**config.mk**
```make
export PLATFORM = sky130hd
export DESIGN_NAME = mem_stage
export DESIGN_NICKNAME = d
export VERILOG_FILES = /design/src/rtl/mem_stage.sv
export SDC_FILE = /design/constraint.sdc
export NUM_CORES = 2
export LEC_CHECK = 0
export CORE_MARGIN = 8
export CORE_UTILIZATION = 35
export DETAILED_ROUTE_END_ITERATION = 8
export DONT_BUFFER_PORTS = 1
export PLACE_DENSITY = 0.47
export REMOVE_ABC_BUFFERS = 1
export SKIP_CTS_REPAIR_TIMING = 1
export SYNTH_ARGS = -nofsm -noshare
export SYNTH_HDL_FRONTEND = slang
export SYNTH_SLANG_ARGS = --single-unit
export TNS_END_PERCENT = 1
```
**constraint.sdc**
```tcl
create_clock -name clk -period 2.5 [get_ports clk]
set_input_delay 0.25 -clock clk [delete_from_list [all_inputs] [get_ports clk]]
set_output_delay 0.25 -clock clk [all_outputs]
set_load 0.02 [all_outputs]
```
**src/rtl/mem_stage.sv**
```systemverilog
// ============================================================================
// mem_stage : pipeline memory stage with data RAM, fabric bus read and MEM/WB
// Rev 1.0
// ============================================================================
`default_nettype none

module mem_stage #(
  parameter int DEPTH   = 256,
  parameter int TIMEOUT = 64
) (
  input  logic        clk,
  input  logic        rst_n,
  input  logic        mem_regwrite_in,
  input  logic        mem_memtoreg_in,
  input  logic        mem_bustoreg_in,
  input  logic        mem_memread_in,
  input  logic        mem_memwrite_in,
  input  logic [15:0] mem_alu_in,
  input  logic [15:0] mem_wrdata_in,
  input  logic [3:0]  mem_regwraddr_in,
  output logic        fwd_regwrite,
  output logic        fwd_memread,
  output logic [3:0]  fwd_regwraddr,
  output logic [15:0] fwd_regwrdata,
  output logic        stall,
  output logic        bus_req,
  output logic [15:0] bus_addr,
  input  logic [15:0] bus_rdata,
  input  logic        bus_ack,
  output logic        bus_err,
  output logic        wb_regwrite,
  output logic [3:0]  wb_regwraddr,
  output logic [15:0] wb_regwrdata
);

  localparam int AW = $clog2(DEPTH);
  localparam int CW = $clog2(TIMEOUT);
  localparam logic [CW-1:0] CNT_MAX = CW'(TIMEOUT - 1);

  typedef enum logic [0:0] {
    S_IDLE = 1'b0,
    S_WAIT = 1'b1
  } state_e;

  state_e        state_q;
  logic [CW-1:0] cnt_q;
  logic          bus_req_q;
  logic [15:0]   bus_addr_q;
  logic          bus_err_q;
  logic          wb_regwrite_q;
  logic          wb_memtoreg_q;
  logic [3:0]    wb_regwraddr_q;
  logic [15:0]   wb_result_q;
  logic [15:0]   ram_q;
  logic [15:0]   mem_q [DEPTH];

  logic          bus_done;
  logic          mem_access;
  logic [AW-1:0] ram_addr;

  assign fwd_regwrite  = mem_regwrite_in;
  assign fwd_memread   = mem_memread_in | mem_bustoreg_in;
  assign fwd_regwraddr = mem_regwraddr_in;
  assign fwd_regwrdata = mem_alu_in;

  // Ack takes priority over the timeout when both land in the same cycle.
  assign bus_done   = bus_ack | (cnt_q == CNT_MAX);
  assign stall      = (state_q == S_IDLE) ? mem_bustoreg_in : ~bus_done;
  assign mem_access = (state_q == S_IDLE) & ~mem_bustoreg_in;
  assign ram_addr   = mem_alu_in[AW-1:0];

  // Data RAM is not reset; a same-edge read of a written word returns old data.
  always_ff @(posedge clk) begin
    if (mem_access && mem_memwrite_in) begin
      mem_q[ram_addr] <= mem_wrdata_in;
    end
    if (mem_access && (mem_memread_in || mem_memtoreg_in)) begin
      ram_q <= mem_q[ram_addr];
    end
  end

  always_ff @(posedge clk or negedge rst_n) begin
    if (!rst_n) begin
      state_q        <= S_IDLE;
      cnt_q          <= '0;
      bus_req_q      <= 1'b0;
      bus_addr_q     <= '0;
      bus_err_q      <= 1'b0;
      wb_regwrite_q  <= 1'b0;
      wb_memtoreg_q  <= 1'b0;
      wb_regwraddr_q <= '0;
      wb_result_q    <= '0;
    end else begin
      case (state_q)
        S_IDLE: begin
          if (mem_bustoreg_in) begin
            state_q       <= S_WAIT;
            bus_req_q     <= 1'b1;
            bus_addr_q    <= mem_alu_in;
            cnt_q         <= '0;
            wb_regwrite_q <= 1'b0;
            wb_memtoreg_q <= 1'b0;
          end else begin
            wb_regwrite_q  <= mem_regwrite_in;
            wb_regwraddr_q <= mem_regwraddr_in;
            wb_memtoreg_q  <= mem_memtoreg_in;
            wb_result_q    <= mem_alu_in;
          end
        end
        S_WAIT: begin
          cnt_q <= cnt_q + CW'(1);
          if (bus_done) begin
            state_q        <= S_IDLE;
            bus_req_q      <= 1'b0;
            wb_regwrite_q  <= mem_regwrite_in;
            wb_regwraddr_q <= mem_regwraddr_in;
            wb_memtoreg_q  <= 1'b0;
            wb_result_q    <= bus_ack ? bus_rdata : 16'hFFFF;
            if (!bus_ack) begin
              bus_err_q <= 1'b1;
            end
          end else begin
            wb_regwrite_q <= 1'b0;
          end
        end
        default: begin
          state_q   <= S_IDLE;
          bus_req_q <= 1'b0;
        end
      endcase
    end
  end

  assign bus_req      = bus_req_q;
  assign bus_addr     = bus_addr_q;
  assign bus_err      = bus_err_q;
  assign wb_regwrite  = wb_regwrite_q;
  assign wb_regwraddr = wb_regwraddr_q;
  assign wb_regwrdata = wb_memtoreg_q ? ram_q : wb_result_q;

endmodule

`default_nettype wire
```
==> impl_metrics.json <==
{
  "outcome": "finished with violations",
  "failed_checks": "hold timing, setup timing",
  "cts.sinks": 4159,
  "postSynthCellCount": 6909,
  "crit_family": "buffers and inverters",
  "synth_top_area_share_pct": 78.3,
  "cp-end-kind": "output port",
  "num_rows": 246,
  "rsz0062_at_grt": "yes",
  "synth_compound_area_share_pct": 3.78,
  "critical-path-max-stage-delay_ns": 0.42,
  "cts-root-buf": "clkbuf_16",
  "p_per_area_mw_per_mm2": 774,
  "final_common_cell": "edfxtp_1",
  "post-place-ws_ns": -1.53,
  "synth_top_family_by_area": "multiplexers",
  "fin_ws_ns": -0.127,
  "critPathBufInv": 3,
  "synth_area_mm2": 0.158,
  "die-height_um": 687,
  "path_depth": 5,
  "final_nets": 8064,
  "vias": 78100,
  "clockBufferDepth": 4,
  "cp_slowest_cell": "dfrtp_2",
  "cp.required_ns": 2.25,
  "ant_nets": 0,
  "maxSlewHeadroom_pct": 7.46,
  "crit_start": "state_q$_DFF_PN0_",
  "port_buffers": 0,
  "wl_per_cell_um": 31.8,
  "grt_pass1_wl_um": 639000,
  "synth.area.top_cells": "edfxtp_1 (78%), mux4_2 (15%), a22oi_1 (2.4%)",
  "synth_top_cell_by_area": "edfxtp_1",
  "cts_tree": "done",
  "grt_max_degree": 257,
  "ys_warn_count": 0,
  "dp_hpwl_um": 269000,
  "fill_cells": 38500,
  "wl_um": 457000,
  "worstMarginPinSlew_ns": 1.39,
  "worstSkewPairLatency_ns": 1.01,
  "cts_buffers": 443,
  "r2r_cells": 5,
  "hold_class": "input port to flip-flop",
  "fin_crit_sh_pct": 105,
  "finalMaxSlewViolations": 0,
  "hold_violations": 2996,
  "multi_input_area_mm2": 0.0325,
  "path_class": "flip-flop to output port",
  "layout-drive-gt1-share_pct": 35.7,
  "r2r-end": "ram_q[14]$_DFFE_PP_",
  "avgSynthCellArea_um2": 22.8,
  "track_usage_pct": 18.8,
  "synthXorXnorAreaFrac_pct": 0,
  "fmax_mhz": 381,
  "reg2reg_slack_ns": -0.11,
  "finalSetupViolCount": 8,
  "synth_cell_types": 35,
  "grt_pass1_vias": 80200,
  "start_kind": "flip-flop",
  "firstDrtPassIters": 5,
  "synth_fa_ha_area_share_pct": 0.00794,
  "grt_overflow_total": 0,
  "cpMostUsedCell": "buf_8",
  "cp_cell_sequence": "buf_12 -> buf_8 -> nand2b_2 -> a21bo_4 -> buf_8",
  "irDropWorstVdd_v": 0.000624,
  "leakage_nw": 60.0,
  "async_flop_share_pct": 1.13,
  "ys_seq_elements": 4159,
  "syn_to_final_growth_pct": 21.7,
  "die_w_um": 687,
  "r2r_start": "mem_q[11][14]$_DFFE_PP_",
  "cp_max_fo": 25,
  "fin_hold_ws_ns": -0.597,
  "endpoint": "stall",
  "drv_cap": 0,
  "drc": 0,
  "clk_pin_slew_ns": 0.06,
  "ios": 122,
  "synth-edff-count": 4112,
  "initial_utilization_pct": 35.1,
  "synthMuxAreaShare_pct": 14.9,
  "synthSimpleGateAreaFrac_pct": 0.928,
  "fin_worst_skew_ns": 0.106,
  "core_area_mm2": 0.449,
  "die-area_mm2": 0.472,
  "antenna_found_initial": 35,
  "viasPerCell": 5.45,
  "synthFlopType": "edfxtp_1",
  "h-tree-depth": 5,
  "period_needed_ns": 2.63,
  "seqCellArea_mm2": 0.125,
  "yosysSeqAreaShare_pct": 79.1,
  "layout_common_cells": "edfxtp_1 (4,112), mux4_2 (1,024), buf_4 (642)",
  "crit_arrival_ns": 2.38,
  "gp_congestion": 0.776,
  "drtIter0Drc": 8017
}
[synthesized netlist by cell type (8+ instances only)]
master       n
edfxtp_1  4112
mux4_2    1024
a22oi_1    512
nor2_1     264
a21oi_1    256
clkbuf_1   252
buf_2       70
o41ai_1     64
buf_1       59
nand2_1     53
dfrtp_1     47
buf_4       46
mux2_2      35
o21ai_0     25
buf_6       19
nand4_1     17
o22ai_1     15
nor2b_1      8
[layer usage]
layer  vias up  GRT usage (%)  routed length (µm)
met5         -              0                  13
met4         2           4.05               11300
met3       548           2.56               28300
met2      2487           30.6              219000
met1     43100           27.1              198000
li1      32000              -                   -
[metrics by stage]
stage	power, mW	utilization (%)	area [µm²]	instances	setup TNS, ns
2_1_floorplan	81.4	-	156000	6463	-
3_3_place_gp	85.3	39.2	176000	13400	-800.07
3_5_place_dp	85.4	39.2	176000	13400	-757.67
4_1_cts	150	42.4	190000	14200	-123.63
5_1_grt	153	42.8	192000	14300	-0.904
6_report	149	42.8	192000	14300	-0.500
[registers in the layout, indices dropped and copies added, names as in the netlist]
name	cells
wb_regwraddr	4
wb_regwrite	1
bus_err	1
bus_req	1
wb_memtoreg_q	1
bus_addr	16
mem_q	4096
ram_q	16
state_q	1
wb_result_q	16
cnt_q	6
[layout make-up]
class                      count  area share [%]
inverter                       2         0.00391
sequential                  4159            65.0
multi-input combinational   2302            16.9
clock buffer                 541            6.11
tap                         5952            3.88
timing repair buffer        1095            6.82
antenna                       12          0.0156
clock inverter               273            1.31
[cells by family (layout without fill, tap and decap cells)]
logic type / after synthesis / after routing
AOI/OAI and AO/OA: 879 / 879
adders and majority gates: 1 / 1
buffers and inverters: 448 / 1911
DFF: 4159 / 4159
muxes: 1060 / 1060
other: 0 / 12
and+or+nand+nor: 362 / 362
[power by group]
group | leakage (nW) | switching (mW) | total (mW) | internal (mW)
logic | 15.5 | 3.85 | 7.10 | 3.24
clock network | 6.92 | 27.5 | 64.4 | 36.9
registers | 37.5 | 0.304 | 77.2 | 76.9
[worst min path at each step]
stage / from / endpoint / slack, ns / depth (start not counted)
floorplan: rst_n / bus_addr[0]$_DFFE_PN0P_ / -0.05 / 0
global placement: rst_n / cnt_q[0]$_DFFE_PN0N_ / -0.04 / 0
detailed placement: rst_n / cnt_q[1]$_DFFE_PN0N_ / -0.04 / 0
CTS: rst_n / cnt_q[0]$_DFFE_PN0N_ / -1.15 / 0
global route: mem_wrdata_in[8] / mem_q[216][8]$_DFFE_PP_ / -0.66 / 0
finish: mem_wrdata_in[8] / mem_q[216][8]$_DFFE_PP_ / -0.60 / 0
No activity file was read; power rests on OpenSTA's default activity.
